File: src/rtl/mc_ctrl_pkg.sv
// mc_ctrl_pkg: shared types and encodings for the multi-cycle MIPS control unit
//   state_t   - 4-bit binary FSM state encoding (13..15 unused)
//   OP_*      - supported instruction opcodes
//   ALU_*     - ALU_op codes consumed by the ALU control unit
//   PCSRC_*   - PC source mux encodings
//   SRCB_*    - ALU B-operand mux encodings
//   ctrl_t    - packed control word produced by the output decoder
package mc_ctrl_pkg;

    typedef enum logic [3:0] {
        S_IDLE     = 4'd0,
        S_FETCH    = 4'd1,
        S_DECODE   = 4'd2,
        S_EXEC_R   = 4'd3,
        S_WB_R     = 4'd4,
        S_MEM_ADDR = 4'd5,
        S_MEM_RD   = 4'd6,
        S_WB_MEM   = 4'd7,
        S_MEM_WR   = 4'd8,
        S_BRANCH   = 4'd9,
        S_EXEC_I   = 4'd10,
        S_WB_I     = 4'd11,
        S_JUMP     = 4'd12
    } state_t;

    localparam logic [5:0] OP_R    = 6'd0;
    localparam logic [5:0] OP_J    = 6'd2;
    localparam logic [5:0] OP_BEQ  = 6'd4;
    localparam logic [5:0] OP_BNE  = 6'd5;
    localparam logic [5:0] OP_ADDI = 6'd8;
    localparam logic [5:0] OP_SLTI = 6'd10;
    localparam logic [5:0] OP_ORI  = 6'd13;
    localparam logic [5:0] OP_LUI  = 6'd15;
    localparam logic [5:0] OP_LW   = 6'd35;
    localparam logic [5:0] OP_SW   = 6'd43;

    localparam logic [2:0] ALU_RTYPE = 3'b000;
    localparam logic [2:0] ALU_ADD   = 3'b010;
    localparam logic [2:0] ALU_SUB   = 3'b110;
    localparam logic [2:0] ALU_SLT   = 3'b111;
    localparam logic [2:0] ALU_OR    = 3'b001;
    localparam logic [2:0] ALU_LUI   = 3'b011;

    localparam logic [1:0] PCSRC_ALU    = 2'b00;
    localparam logic [1:0] PCSRC_ALUOUT = 2'b01;
    localparam logic [1:0] PCSRC_JUMP   = 2'b10;

    localparam logic [1:0] SRCB_REG  = 2'b00;
    localparam logic [1:0] SRCB_FOUR = 2'b01;
    localparam logic [1:0] SRCB_IMM  = 2'b10;
    localparam logic [1:0] SRCB_BR   = 2'b11;

    typedef struct packed {
        logic       pc_write;
        logic       branch;
        logic       branch_ne;
        logic [1:0] pc_src;
        logic       iord;
        logic       mem_read;
        logic       mem_write;
        logic       ir_write;
        logic       mem_to_reg;
        logic       reg_write;
        logic       reg_dst;
        logic       alu_src_a;
        logic [1:0] alu_src_b;
        logic       ext_zero;
        logic [2:0] alu_op;
        logic       illegal;
    } ctrl_t;

    localparam int CTRL_W = $bits(ctrl_t);

    function automatic logic op_legal(input logic [5:0] op);
        return op inside {OP_R, OP_J, OP_BEQ, OP_BNE, OP_ADDI, OP_SLTI,
                          OP_ORI, OP_LUI, OP_LW, OP_SW};
    endfunction

    // ALU operation for the I-type ALU group; addi falls through to add
    function automatic logic [2:0] alu_op_imm(input logic [5:0] op);
        return op == OP_SLTI ? ALU_SLT :
               op == OP_ORI  ? ALU_OR  :
               op == OP_LUI  ? ALU_LUI : ALU_ADD;
    endfunction

endpackage

File: src/rtl/mc_ctrl_outdec.sv
// mc_ctrl_outdec: combinational decode of FSM state (+opcode) into the control word
//   i_state - current FSM state
//   i_op    - opcode from the instruction register
//   i_ready - effective memory-ready, masks PC/IR loads while FETCH waits
//   o_ctrl  - packed ctrl_t control word
module mc_ctrl_outdec
    import mc_ctrl_pkg::*;
(
    input  logic [3:0]        i_state,
    input  logic [5:0]        i_op,
    input  logic              i_ready,
    output logic [CTRL_W-1:0] o_ctrl
);

    ctrl_t w_c;

    always_comb begin
        w_c = '0;
        case (state_t'(i_state))
            S_FETCH: begin
                w_c.mem_read  = 1'b1;
                w_c.ir_write  = i_ready;
                w_c.pc_write  = i_ready;
                w_c.pc_src    = PCSRC_ALU;
                w_c.alu_src_b = SRCB_FOUR;
                w_c.alu_op    = ALU_ADD;
            end
            S_DECODE: begin
                w_c.alu_src_b = SRCB_BR;
                w_c.alu_op    = ALU_ADD;
                w_c.illegal   = !op_legal(i_op);
            end
            S_EXEC_R: begin
                w_c.alu_src_a = 1'b1;
                w_c.alu_src_b = SRCB_REG;
                w_c.alu_op    = ALU_RTYPE;
            end
            S_WB_R: begin
                w_c.reg_dst   = 1'b1;
                w_c.reg_write = 1'b1;
            end
            S_MEM_ADDR: begin
                w_c.alu_src_a = 1'b1;
                w_c.alu_src_b = SRCB_IMM;
                w_c.alu_op    = ALU_ADD;
            end
            S_MEM_RD: begin
                w_c.iord     = 1'b1;
                w_c.mem_read = 1'b1;
            end
            S_WB_MEM: begin
                w_c.mem_to_reg = 1'b1;
                w_c.reg_write  = 1'b1;
            end
            S_MEM_WR: begin
                w_c.iord      = 1'b1;
                w_c.mem_write = 1'b1;
            end
            S_BRANCH: begin
                w_c.alu_src_a = 1'b1;
                w_c.alu_src_b = SRCB_REG;
                w_c.alu_op    = ALU_SUB;
                w_c.pc_src    = PCSRC_ALUOUT;
                w_c.branch    = i_op == OP_BEQ;
                w_c.branch_ne = i_op == OP_BNE;
            end
            S_EXEC_I: begin
                w_c.alu_src_a = 1'b1;
                w_c.alu_src_b = SRCB_IMM;
                w_c.alu_op    = alu_op_imm(i_op);
                w_c.ext_zero  = i_op == OP_ORI;
            end
            S_WB_I: w_c.reg_write = 1'b1;
            S_JUMP: begin
                w_c.pc_write = 1'b1;
                w_c.pc_src   = PCSRC_JUMP;
            end
            default: w_c = '0;
        endcase
    end

    assign o_ctrl = w_c;

endmodule

File: src/rtl/multicycle_ctrl.sv
// multicycle_ctrl: Moore FSM sequencing fetch/decode/execute/memory/write-back for a multi-cycle MIPS
//   clk_i, rst_i (async, active-low)
//   instr_op_i   - opcode field, valid from DECODE onward
//   mem_ready_i  - memory done this cycle (ignored when MEM_HANDSHAKE=0)
//   *_o controls - datapath control signals, ALU_op_o, illegal_o pulse, state_o debug
module multicycle_ctrl
    import mc_ctrl_pkg::*;
#(
    parameter int ALUOP_W       = 3,
    parameter bit MEM_HANDSHAKE = 1'b1
) (
    input  logic               clk_i,
    input  logic               rst_i,
    input  logic [5:0]         instr_op_i,
    input  logic               mem_ready_i,
    output logic               PCWrite_o,
    output logic               Branch_o,
    output logic               BranchNe_o,
    output logic [1:0]         PCSrc_o,
    output logic               IorD_o,
    output logic               MemRead_o,
    output logic               MemWrite_o,
    output logic               IRWrite_o,
    output logic               MemtoReg_o,
    output logic               RegWrite_o,
    output logic               RegDst_o,
    output logic               ALUSrcA_o,
    output logic [1:0]         ALUSrcB_o,
    output logic               ExtZero_o,
    output logic [ALUOP_W-1:0] ALU_op_o,
    output logic               illegal_o,
    output logic [3:0]         state_o
);

    state_t r_state;
    state_t w_next;
    ctrl_t  w_ctrl;
    logic   w_ready;

    assign w_ready = MEM_HANDSHAKE ? mem_ready_i : 1'b1;

    always_ff @(posedge clk_i or negedge rst_i) begin
        if (!rst_i) r_state <= S_IDLE;
        else        r_state <= w_next;
    end

    always_comb begin
        w_next = S_IDLE;
        case (r_state)
            S_IDLE:   w_next = S_FETCH;
            S_FETCH:  w_next = w_ready ? S_DECODE : S_FETCH;
            S_DECODE: begin
                case (instr_op_i)
                    OP_R:                               w_next = S_EXEC_R;
                    OP_LW, OP_SW:                       w_next = S_MEM_ADDR;
                    OP_BEQ, OP_BNE:                     w_next = S_BRANCH;
                    OP_ADDI, OP_SLTI, OP_ORI, OP_LUI:   w_next = S_EXEC_I;
                    OP_J:                               w_next = S_JUMP;
                    default:                            w_next = S_FETCH;
                endcase
            end
            S_EXEC_R:   w_next = S_WB_R;
            S_MEM_ADDR: w_next = instr_op_i == OP_LW ? S_MEM_RD : S_MEM_WR;
            S_MEM_RD:   w_next = w_ready ? S_WB_MEM : S_MEM_RD;
            S_MEM_WR:   w_next = w_ready ? S_FETCH : S_MEM_WR;
            S_EXEC_I:   w_next = S_WB_I;
            S_WB_R, S_WB_MEM, S_BRANCH, S_WB_I, S_JUMP: w_next = S_FETCH;
            default:    w_next = S_IDLE;
        endcase
    end

    mc_ctrl_outdec u_outdec (
        .i_state (r_state),
        .i_op    (instr_op_i),
        .i_ready (w_ready),
        .o_ctrl  (w_ctrl)
    );

    assign PCWrite_o  = w_ctrl.pc_write;
    assign Branch_o   = w_ctrl.branch;
    assign BranchNe_o = w_ctrl.branch_ne;
    assign PCSrc_o    = w_ctrl.pc_src;
    assign IorD_o     = w_ctrl.iord;
    assign MemRead_o  = w_ctrl.mem_read;
    assign MemWrite_o = w_ctrl.mem_write;
    assign IRWrite_o  = w_ctrl.ir_write;
    assign MemtoReg_o = w_ctrl.mem_to_reg;
    assign RegWrite_o = w_ctrl.reg_write;
    assign RegDst_o   = w_ctrl.reg_dst;
    assign ALUSrcA_o  = w_ctrl.alu_src_a;
    assign ALUSrcB_o  = w_ctrl.alu_src_b;
    assign ExtZero_o  = w_ctrl.ext_zero;
    assign ALU_op_o   = ALUOP_W'(w_ctrl.alu_op);
    assign illegal_o  = w_ctrl.illegal;
    assign state_o    = r_state;

endmodule

File: config.mk
export PLATFORM = sky130hd
export DESIGN_NAME = multicycle_ctrl
export DESIGN_NICKNAME = d
export VERILOG_FILES = /design/src/rtl/mc_ctrl_pkg.sv /design/src/rtl/mc_ctrl_outdec.sv /design/src/rtl/multicycle_ctrl.sv
export SDC_FILE = /design/constraint.sdc
export NUM_CORES = 1
export LEC_CHECK = 0
export ABC_AREA = 1
export BUFFER_PORTS_ARGS = -buffer_cell sky130_fd_sc_hd__buf_2
export CORE_MARGIN = 1
export CORE_UTILIZATION = 47
export DETAILED_ROUTE_END_ITERATION = 10
export PLACE_DENSITY = 0.83
export SLEW_MARGIN = 10
export SYNTH_ARGS = -nofsm -noshare
export SYNTH_HDL_FRONTEND = slang
export SYNTH_SLANG_ARGS = --single-unit
File: constraint.sdc
create_clock -name clk_i -period 2.2 [get_ports clk_i]
set_input_delay 0.44 -clock clk_i [delete_from_list [all_inputs] [get_ports clk_i]]
set_output_delay 0.44 -clock clk_i [all_outputs]
set_load 0.1 [all_outputs]
==> flow_summary.yaml, run 1 <==
outcome:
  outcome: "stopped before the end"
  haltStage: "global routing (5_1_grt)"
  error_line: "[ERROR DPL-0033] detailed placement checks failed during check placement."
place:
  finalWeightedCongestion: 0.903
  dp_slack_ns: 0.223
  dp_hpwl_um: 1890
  io_buffers: 32
  placedCellCount: 158
synthesis:
  yosysSeqAreaShare_pct: 15.6
  synth_top_area_share_pct: 15.6
  synthesis.area_um2: 641
  yosysTopAreaCell: "dfrtp_1"
  yosysUniqueCellTypes: 17
  yosysWarnings: 0
  synth_fp_nets: 121
  avgSynthCellArea_um2: 5.72
  synth-seq-cells: 4
  synthTopCellsByArea: "dfrtp_1, nand2_1, nor2_4"
  syn_inst: 112
cts:
  clock_sinks: 4
  cts_max_level: 1
  clockBufferDepth: 2
  cts_root_buf: "clkbuf_4"
  numCtsBuffers: 3
die:
  die_y_um: 38.9
  rows: 12
  start_util_pct: 54.0
  fp.dieW_um: 38.9
  ios: 33
sta:
  worst-ep-kind: "output port"
  worstEndpointGrtRepair: "BranchNe_o"
grt:
  grt_max_degree: 9
  antenna_found_initial: 0
## cells in the mapped netlist (all sizes together)
cell	count
nor3	5
nand2	29
dfrtp	4
o21ai	5
nand3	11
nand4	7
nor2	28
a21oi	3
inv	19
or2	1
## what timing repair did
action,4_1_cts
gates resized for setup,2
hold buffers,1
setup buffers,0
endpoints found under the hold margin,2
endpoints found under the setup margin,2
## cells by family after synthesis
group / synth area share, %
AND/OR/NAND/NOR: 67.0
buffers and inverters: 11.1
AO/OA/AOI/OAI: 6.25
flip-flops: 15.6
## per-stage QoR
step                hold WS [ns]  area (µm²)
CTS                        0.535        1140
floorplan                  0.144         779
detailed placement         0.247        1110
global placement           0.243        1110
==> inputs of run 2 (changes only) <==
- CORE_AREA: default -> 2 2 63 65
- CORE_MARGIN: 1 -> default
- CORE_UTILIZATION: 47 -> default
- DIE_AREA: default -> 0 0 65 67
- PLACE_DENSITY: 0.83 -> default
- PLACE_DENSITY_LB_ADDON: default -> 0.15
==> run 2 against run 1 <==
Net effect: the run now ends clean; synthesized area unchanged; synthesized cell count unchanged.
==> flow_summary.yaml, run 2 <==
sta:
  setup_viol: 0
  clock.fmax_ghz: 0.467
  fin_skew_ns: 0.00187
  slew_violations: 0
  whs_ns: 0.0178
  slew_headroom_pct: 67.4
  post-route-min-period_ns: 2.14
  rsz0062_at_grt: "no"
  hold_viol: 0
  timing.final.crit_share_pct: 97.4
  tightest_slew_ns: 0.492
cts:
  numCtsBuffers: 3
  cts_root_buf: "clkbuf_8"
  clockBufferDepth: 2
  cts_resized: 0
  hold_buffers: 0
  clk_pin_slew_ns: 0.03
  post_cts_buffers: 0
  clkLatencyLatePin_ns: 0.22
  cts_max_level: 1
  cts_tree: "yes"
  clock_sinks: 4
place:
  io_buffers: 32
  dp_hpwl_um: 1840
  placedCellCount: 192
  finalWeightedCongestion: 0.911
synthesis:
  yosysUniqueCellTypes: 17
  synth_top_area_share_pct: 15.6
  yosysWarnings: 0
  synth_common_cells: "nand2_1, nor2_1, inv_1, nand3_1, inv_2"
  synthesis.area_um2: 641
  async_flop_share_pct: 100
  synth-seq-cells: 4
  ys.flop_type: "dfrtp_1"
  avgSynthCellArea_um2: 5.72
  yosysSeqAreaShare_pct: 15.6
  syn_inst: 112
  synth_fp_nets: 121
  yosysTopAreaCell: "dfrtp_1"
  yosysMostFrequentCell: "nand2_1"
  synthTopCellsByArea: "dfrtp_1, nand2_1, nor2_4"
  synth_edf_count: 0
cells_and_area:
  layoutNonFillerInstCount: 195
  area_growth_pct: 91.4
  nFillCells: 389
  fin_nets: 158
  final_layout_size_suffix_gt1_share_pct: 50.3
  final_cell_mix: "nand2_1, buf_2, nor2_1, buf_12"
  final_common_cell: "nand2_1"
  largest_register_ffs: 4
  antenna_cells: 0
detailed_routing:
  drt_wl_total_um: 2110
  drc: 0
  wl_per_cell_um: 10.8
  vias: 814
  drt_iter0_drc: 34
  firstDrtPassIters: 4
  viasPerCell: 4.17
  drtAntennaViolNets: 0
critical_path:
  critPathKind: "reg -> out"
  crit_arrival_ns: 1.70
  critPathLaunchType: "flop"
  cp_slowest_cell: "dfrtp_4"
  cp_top_family: "flip-flops"
  crit_buf_inv: 2
  rrSetupSlack_ns: 0.85
  path_max_fanout: 6
  worstPathCellList: "inv_2 > nand2_1 > nor3_4 > or2_2 > buf_2"
  required_ns: 1.76
  endpoint_kind: "output pin"
  cpPeakStageDelay_ns: 0.50
grt:
  globalRouteOverflowTotal: 0
  grt_max_degree: 9
  grt_use_total_pct: 10.2
  grt_pass1_vias: 784
  antenna_found_initial: 0
  grt_pass1_wl_um: 3460
die:
  rows: 22
  fp.dieW_um: 65
  core_area_um2: 3610
  die_y_um: 67
  die_area_um2: 4360
  ios: 33
  start_util_pct: 17.8
min_path:
  hold_path.class: "in -> async"
job:
  maxCapViolations: 0
outcome:
  outcome: "complete, no violations"
-- run 2: stage by stage --
step                worst slack [ns]  area (µm²)  utilization (%)  TNS (ns)
floorplan                     -0.617         779                -     -3.60
global placement               0.287        1180             32.7         0
detailed placement             0.294        1180             32.7         0
CTS                           0.0601        1220             33.9         0
global route                  0.0133        1230             34.0         0
finish                        0.0564        1230             34.0         0
-- run 2: metal layers --
| metal | vias to the layer above | share of wire (%) | global-route usage, % |
|---|---|---|---|
| li1 | 430 | - | - |
| met1 | 348 | 44 | 12.3 |
| met2 | 32 | 47 | 18.0 |
| met3 | 4 | 7.5 | 1.35 |
| met4 | 0 | 1.3 | 3.99 |
| met5 | - | 0 | 0 |
-- run 2: final cells by class --
type	instances	area (µm²)	area share [%]
timing repair buffer	32	340	27.8
tap	48	60.1	4.90
sequential	4	115	9.39
inverter	19	78.8	6.43
clock buffer	3	41.3	3.37
multi-input combinational	89	591	48.2
-- run 2: final timing paths --
kind	startpoint	endpoint	cells after the start
worst max register to register	state_o[1]$_DFF_PN0_	state_o[0]$_DFF_PN0_	7
worst max-delay path	state_o[1]$_DFF_PN0_	PCWrite_o	5
worst min register to register	state_o[3]$_DFF_PN0_	state_o[3]$_DFF_PN0_	5
worst min-delay path	rst_i	state_o[1]$_DFF_PN0_	1
min in group clk_i	instr_op_i[3]	state_o[1]$_DFF_PN0_	4
max in group asynchronous	rst_i	state_o[0]$_DFF_PN0_	1
-- run 2: kinds of logic after synthesis --
kind of cell    after synthesis  synth area share [%]
simple gates                 81                  67.0
buf+inv                      19                  11.1
compound gates                8                  6.25
flops                         4                  15.6
-- run 2: worst register-to-register path, cell delays in order, from the launching register on --
cell,delay [ns]
dfrtp_4,0.45
inv_2,0.06
nand2_1,0.23
nor2_4,0.08
nor2_4,0.15
nand2_8,0.07
nor2_1,0.10
nand3_1,0.08
Power of run 2 is not shown: default switching activity piles up to over one toggle a cycle in this logic, so the estimate is an artifact.
